<file path="src/rtl/lcd_sched_pkg.sv">
// Shared types and constants for the LCD frame scheduler.
package lcd_sched_pkg;

  localparam int unsigned LCD_ADDR_W = 6;
  localparam int unsigned LCD_DATA_W = 8;
  localparam logic [7:0]  BLANK_CHAR = 8'h20;
  localparam int unsigned LINE_CHARS = 16;

  typedef enum logic [1:0] {
    ST_IDLE      = 2'd0,
    ST_TRIG      = 2'd1,
    ST_WAIT_BUSY = 2'd2,
    ST_PRINT     = 2'd3
  } state_t;

  // Round-robin successor of idx in a ring of n requesters.
  function automatic int unsigned rr_wrap(input int unsigned idx, input int unsigned n);
    return (idx + 1 >= n) ? 0 : idx + 1;
  endfunction

endpackage

</file>
<file path="src/rtl/lcd_rr_arbiter.sv">
// Round-robin one-hot grant: lowest-index valid requester at or after ptr.
module lcd_rr_arbiter
  import lcd_sched_pkg::*;
#(
  parameter int unsigned NUM_REQ = 2,
  parameter int unsigned PTR_W   = 1
) (
  input  logic [NUM_REQ-1:0] valid,
  input  logic               enable,
  input  logic [PTR_W-1:0]   ptr,
  output logic [NUM_REQ-1:0] grant,
  output logic [PTR_W-1:0]   next_ptr
);

  logic [NUM_REQ-1:0] upper;

  always_comb begin
    upper = '0;
    for (int j = 0; j < int'(NUM_REQ); j++) begin
      upper[j] = valid[j] && (PTR_W'(j) >= ptr);
    end
  end

  // Descending scans leave the lowest hit; the at-or-after-ptr scan overrides the wrap scan.
  always_comb begin
    grant    = '0;
    next_ptr = ptr;
    if (enable) begin
      for (int j = int'(NUM_REQ) - 1; j >= 0; j--) begin
        if (valid[j]) begin
          grant    = '0;
          grant[j] = 1'b1;
          next_ptr = PTR_W'(rr_wrap(32'(j), NUM_REQ));
        end
      end
      if (|upper) begin
        for (int j = int'(NUM_REQ) - 1; j >= 0; j--) begin
          if (upper[j]) begin
            grant    = '0;
            grant[j] = 1'b1;
            next_ptr = PTR_W'(rr_wrap(32'(j), NUM_REQ));
          end
        end
      end
    end
  end

endmodule

</file>
<file path="src/rtl/lcd_frame_scheduler.sv">
// LCD text buffer, write arbitration and frame trigger sequencing for the HD44780 driver.
// Build option LCD_SCHED_PERIODIC_EN: relaunch frames every period even when not dirty.
module lcd_frame_scheduler
  import lcd_sched_pkg::*;
#(
  parameter int unsigned NUM_REQ           = 2,
  parameter int unsigned ADDR_W            = LCD_ADDR_W,
  parameter int unsigned DATA_W            = LCD_DATA_W,
  parameter int unsigned MIN_PERIOD_CYCLES = 25000,
  parameter int unsigned BUSY_TIMEOUT      = 4
) (
  input  logic                      clk,
  input  logic                      rst,
  input  logic [NUM_REQ-1:0]        req_valid,
  input  logic [NUM_REQ*ADDR_W-1:0] req_addr,
  input  logic [NUM_REQ*DATA_W-1:0] req_data,
  output logic [NUM_REQ-1:0]        req_ready,
  input  logic                      lcd_busy,
  output logic                      lcd_trg,
  input  logic [ADDR_W-1:0]         lcd_addr,
  output logic [DATA_W-1:0]         lcd_data,
  output logic                      dirty,
  output logic [15:0]               frame_count,
  output logic                      timeout_err
);

  localparam int unsigned DEPTH = 1 << ADDR_W;
  localparam int unsigned PTR_W = (NUM_REQ > 1) ? $clog2(NUM_REQ) : 1;
  localparam int unsigned PER_W = (MIN_PERIOD_CYCLES > 1) ? $clog2(MIN_PERIOD_CYCLES) : 1;
  localparam int unsigned TMO_W = (BUSY_TIMEOUT > 1) ? $clog2(BUSY_TIMEOUT) : 1;
  localparam logic [PER_W-1:0]  PERIOD_RELOAD = PER_W'(MIN_PERIOD_CYCLES - 1);
  localparam logic [TMO_W-1:0]  TMO_LAST      = TMO_W'(BUSY_TIMEOUT - 1);
  localparam logic [DATA_W-1:0] BLANK         = DATA_W'(BLANK_CHAR);

  state_t               state;
  logic [DATA_W-1:0]    mem [DEPTH];
  logic [PER_W-1:0]     period_cnt;
  logic [TMO_W-1:0]     wait_cnt;
  logic [PTR_W-1:0]     rr_ptr;
  logic [PTR_W-1:0]     rr_next;
  logic [NUM_REQ-1:0]   grant;
  logic                 ready_en;
  logic                 launch;
  logic                 arb_en;
  logic                 period_reload;
  logic                 wr_en;
  logic [ADDR_W-1:0]    wr_addr;
  logic [DATA_W-1:0]    wr_data;

`ifdef LCD_SCHED_PERIODIC_EN
  assign launch = (state == ST_IDLE) && (dirty || (period_cnt == '0)) &&
                  (period_cnt == '0) && !lcd_busy;
`else
  assign launch = (state == ST_IDLE) && dirty && (period_cnt == '0) && !lcd_busy;
`endif

  // Grants only in IDLE so the driver never reads a half-updated buffer.
  assign arb_en = ready_en && (state == ST_IDLE) && !launch;

  lcd_rr_arbiter #(
    .NUM_REQ (NUM_REQ),
    .PTR_W   (PTR_W)
  ) u_arb (
    .valid    (req_valid),
    .enable   (arb_en),
    .ptr      (rr_ptr),
    .grant    (grant),
    .next_ptr (rr_next)
  );

  assign req_ready = grant;
  assign lcd_data  = mem[lcd_addr];

  always_comb begin
    wr_en   = 1'b0;
    wr_addr = '0;
    wr_data = '0;
    for (int k = 0; k < int'(NUM_REQ); k++) begin
      if (grant[k] && req_valid[k]) begin
        wr_en   = 1'b1;
        wr_addr = req_addr[k*ADDR_W +: ADDR_W];
        wr_data = req_data[k*DATA_W +: DATA_W];
      end
    end
  end

  // Text buffer: blank on reset, one write per cycle.
  always_ff @(posedge clk or negedge rst) begin
    if (!rst) begin
      mem <= '{default: BLANK};
    end else if (wr_en) begin
      mem[wr_addr] <= wr_data;
    end
  end

  assign period_reload = ((state == ST_PRINT) && !lcd_busy) ||
                         ((state == ST_WAIT_BUSY) && !lcd_busy && (wait_cnt == TMO_LAST));

  // Minimum spacing between frame completion (or timeout) and the next launch.
  always_ff @(posedge clk or negedge rst) begin
    if (!rst) begin
      period_cnt <= '0;
    end else if (period_reload) begin
      period_cnt <= PERIOD_RELOAD;
    end else if (period_cnt != '0) begin
      period_cnt <= period_cnt - 1'b1;
    end
  end

  // Frame sequencing FSM with registered outputs.
  always_ff @(posedge clk or negedge rst) begin
    if (!rst) begin
      state       <= ST_IDLE;
      dirty       <= 1'b1;
      lcd_trg     <= 1'b0;
      frame_count <= '0;
      timeout_err <= 1'b0;
      wait_cnt    <= '0;
      rr_ptr      <= '0;
      ready_en    <= 1'b0;
    end else begin
      lcd_trg  <= 1'b0;
      ready_en <= 1'b1;
      unique case (state)
        ST_IDLE: begin
          if (launch) begin
            state   <= ST_TRIG;
            lcd_trg <= 1'b1;
          end else if (wr_en) begin
            dirty  <= 1'b1;
            rr_ptr <= rr_next;
          end
        end
        ST_TRIG: begin
          dirty    <= 1'b0;
          wait_cnt <= '0;
          state    <= ST_WAIT_BUSY;
        end
        ST_WAIT_BUSY: begin
          if (lcd_busy) begin
            state <= ST_PRINT;
          end else if (wait_cnt == TMO_LAST) begin
            state       <= ST_IDLE;
            dirty       <= 1'b1;
            timeout_err <= 1'b1;
          end else begin
            wait_cnt <= wait_cnt + 1'b1;
          end
        end
        ST_PRINT: begin
          if (!lcd_busy) begin
            state       <= ST_IDLE;
            frame_count <= frame_count + 16'd1;
          end
        end
        default: state <= ST_IDLE;
      endcase
    end
  end

endmodule

</file>
<file path="config.mk">
export PLATFORM = sky130hd
export DESIGN_NAME = lcd_frame_scheduler
export DESIGN_NICKNAME = d
export VERILOG_FILES = /design/src/rtl/lcd_sched_pkg.sv /design/src/rtl/lcd_rr_arbiter.sv /design/src/rtl/lcd_frame_scheduler.sv
export SDC_FILE = /design/constraint.sdc
export NUM_CORES = 1
export LEC_CHECK = 0
export CORE_ASPECT_RATIO = 1.4
export CORE_MARGIN = 2
export CORE_UTILIZATION = 55
export DETAILED_ROUTE_END_ITERATION = 8
export PLACE_DENSITY = 0.8
export SETUP_SLACK_MARGIN = 0.1
export SLEW_MARGIN = 0
export SYNTH_ARGS = -nofsm -noshare
export SYNTH_HDL_FRONTEND = slang
export SYNTH_SLANG_ARGS = --single-unit
</file>
<file path="constraint.sdc">
create_clock -name clk -period 5.8 [get_ports clk]
set_clock_uncertainty 0.15 [all_clocks]
set_input_delay 1.16 -clock clk [delete_from_list [all_inputs] [get_ports clk]]
set_output_delay 1.16 -clock clk [all_outputs]
set_load 0.02 [all_outputs]
</file>
==> summary.txt <==
Outcome
  – Status: complete, no violations

Yosys
  – Post-synthesis sequential area ratio: a little over half
  – Main synth FF type: dfrtp_1
  – Synth Register Bits: 552
  – Synth cell types: 55
  – Synth Cell Area: 0.0260 mm2
  – Number of flops mapped to enable cells by yosys: 0
  – Syn Inst Count: roughly 1.7k
  – Ys async rst share: 100%
  – Synth warn: 0
  – Syn nets: 1767
  – Avg Inst Size Synth: 15.1 um2

Clocking
  – CTS tree: done
  – Post-CTS resize count: 0
  – Htree depth: 2
  – Clock latency on the worst-skew pair: 0.59 ns
  – CTS Sinks: 552
  – Worst-path clk slew: 0.06 ns
  – CTS Buf Count: 53
  – Post-CTS Setup Inserts: 0
  – CTS Hold Buffers Added: 0
  – Clk buf depth: 3
  – CTS root buf: clkbuf_16

Route
  – Drt total wl: approximately 63000 um
  – Vias/cell: 6.30
  – DR WL/cell: 25.6 um
  – DRC: 0
  – DR vias: 15.4k
  – Detail Route Antenna Nets: 0
  – Iteration count of the initial detailed-routing pass: 5
  – Iter 0 DRT Violations: between 900 and 1k

Finish
  – Filler instances: 3432
  – Final nets: about 1.8k
  – Layout cell share with drive strength beyond 1: about half
  – Final core occ: 62.8%
  – Layout Area Growth over Synthesis: 13.0%
  – Antenna diodes: 0

Placed design
  – IO Port Bufs: 67
  – Routability cong.: between 0.9 and 1
  – DP Wirelength: 41800 um

Global route
  – Total track usage: 26.2%
  – First-pass GRT wire length: 98000 um
  – Vias in the first global route: 16.4k
  – Initial antenna violation count: 0
  – Grt ovf: 0
  – Largest net degree at the start of global routing: 145

Power and ir drop
  – VDD IR max: 0.000258 V
  – Pwr dens: 296 mW/mm2
  – Leakage: 0.0134 uW
  – Total power draw: 8700 uW

Critical path
  – CP Cell Sequence: clkbuf_8 > buf_12 > buf_4 > mux4_2 > nor2b_1 > nor4_1 > nand3_1 > clkdlybuf4s50_1
  – Critical Path RT: around 4.5 ns
  – Worst setup EP type: output port
  – Crit path max-delay family: buffers and inverters
  – Startpoint Class: input pin
  – Crit Path Category: in -> out
  – WP data arrival: 3.96 ns
  – Bufs and invs on worst path: 4
  – CP max-delay cell: clkdlybuf4s50_1
  – Max FO, Critical Path: 32
  – Max incr delay on CP: between 0.5 and 0.6 ns

Floorplan
  – Core area: 0.0468 mm2
  – Width of the die: between 150 and 200 um
  – Effective utilization at floorplan: 55.6%
  – # rows: 94
  – IO Pins: 68
  – Die area: 0.0491 mm2
  – Die H: 261 um

Timing
  – Max Freq: between 150 and 200 MHz
  – Hold Fails Final Rpt: 0
  – Tmin final: roughly 5.3 ns
  – Post-Route Setup TNS: 0 ns
  – Relative slew slack: 23.8%
  – Final Cycle Share: between 90% and 100%
  – Hold Slack: 0.344 ns
  – Final Max Slew Viols: 0
  – RSZ-0062 raised after global routing: no
  – Slew @ Worst Pin: 1.14 ns
  – Endpoints failing setup: 0

Worst hold path
  – Hold crit path type: reg -> reg

Run
  – # Max-Cap Violations: 0
## cells by family (layout without fill, tap and decap cells)
group	Yosys count	in the layout	share of synthesized area [%]
adder cells (fa/ha/maj)	4	4	0.192
multiplexers	658	658	34.0
other	1	1	0.0144
buffers and inverters	117	219	1.95
AND/OR/NAND/NOR	289	289	7.43
AO/OA/AOI/OAI	79	79	2.21
flip-flops	552	552	53.4
XOR/XNOR	24	24	0.808
## metal layers
metal	wire length, um	vias up	track usage (%)
li1	-	6610	-
met3	3290	155	3.27
met1	24300	8201	33.2
met4	3780	0	14.0
met2	31200	478	44.4
met5	0	-	0
## final timing paths
kind,start,to,slack (ns),cells after the start
setup / recovery,lcd_addr[0],lcd_data[5],0.53,8
hold / removal,frame_count[8],frame_count[8],0.34,1
setup reg to reg,period_cnt[10],mem[475],1.82,6
hold reg to reg,frame_count[8],frame_count[8],0.34,1
max in group asynchronous,rst,mem[288],3.78,2
min in group asynchronous,rst,wait_cnt[1],0.46,1
## cell usage in the layout, fill, tap and decap left out, types with 4 or more instances in the layout
master / netlist / layout
mux2_2: 513 / 513
dfrtp_1: 487 / 487
mux4_2: 128 / 128
dfstp_2: 65 / 65
clkdlybuf4s50_1: 0 / 63
nor2b_1: 60 / 60
clkbuf_16: 0 / 53
buf_4: 4 / 41
nor2_1: 42 / 36
nor3_2: 28 / 28
nor4_1: 26 / 26
a22oi_1: 24 / 24
nand3_1: 21 / 21
nand2_1: 20 / 20
nand4_2: 20 / 20
mux2i_1: 17 / 17
o22ai_1: 16 / 16
nand3_2: 16 / 16
xnor2_1: 16 / 16
clkinv_2: 0 / 14
and3_1: 12 / 12
nand4_1: 12 / 12
bufinv_16: 0 / 9
nor2_4: 0 / 8
o21ai_0: 8 / 8
xor2_1: 8 / 8
clkbuf_1: 65 / 8
clkbuf_8: 0 / 8
buf_12: 0 / 8
a32o_1: 7 / 7
and2_1: 6 / 6
a32oi_1: 6 / 6
nand2b_1: 5 / 5
inv_1: 5 / 5
or4_1: 4 / 4
nand3b_1: 4 / 4
a21oi_1: 4 / 4
ha_1: 4 / 4
clkinvlp_4: 0 / 4
## metrics by stage
step	instance area [um2]	std cells	setup WS, ns
finish	29400	2450	0.528
global route	29400	2450	0.393
CTS	29400	2450	0.498
detailed placement	27500	2351	0.516
global placement	27500	2351	0.577
floorplan	26000	1724	1.21
## report_power, final
part	switching (uW)	internal (uW)	leakage (uW)
registers	95.5	3960	0.00742
logic	627	304	0.00510
clock network	1530	2190	0.000924
## registers in the layout, indices dropped and copies added, names as in the netlist
name / cells
rr_ptr: 1
ready_en: 1
mem: 512
lcd_trg: 1
frame_count: 16
dirty: 1
wait_cnt: 2
period_cnt: 15
state: 2
timeout_err: 1
## worst register-to-register path, delay by kind of cell (launching register included)
kind                   cells  cell delay (ns)
AOI/OAI and AO/OA          1             0.89
DFF                        1             0.43
buffers and inverters      1             0.38
muxes                      1             0.37
and+or+nand+nor            3             1.65
## cell type report
class,count,area [um2],area share (%)
sequential,552,13900,47.3
timing repair buffer,115,1130,3.85
clock inverter,31,428,1.46
inverter,5,18.8,0.0639
tap,624,781,2.66
multi-input combinational,1055,11700,39.7
clock buffer,68,1450,4.94
## Yosys cell counts, drive strengths merged (6+ instances only)
cell	n	share of area, %
nor2b	60	1.4
o21ai	9	0.17
mux4	128	11
mux2i	17	0.65
nand2	20	0.29
nor3	31	1.1
dfrtp	487	47
xor2	8	0.27
o22ai	16	0.38
mux2	513	22
nand4	32	1.3
dfstp	65	6.6
and2	6	0.14
nand3	37	1.0
a32oi	6	0.20
nor4	26	0.63
and3	12	0.29
a32o	7	0.27
a22oi	24	0.69
buf	43	0.87
xnor2	16	0.54
clkbuf	69	1.0
nor2	44	0.65
Note: power is estimated with default switching activity, not from simulation.
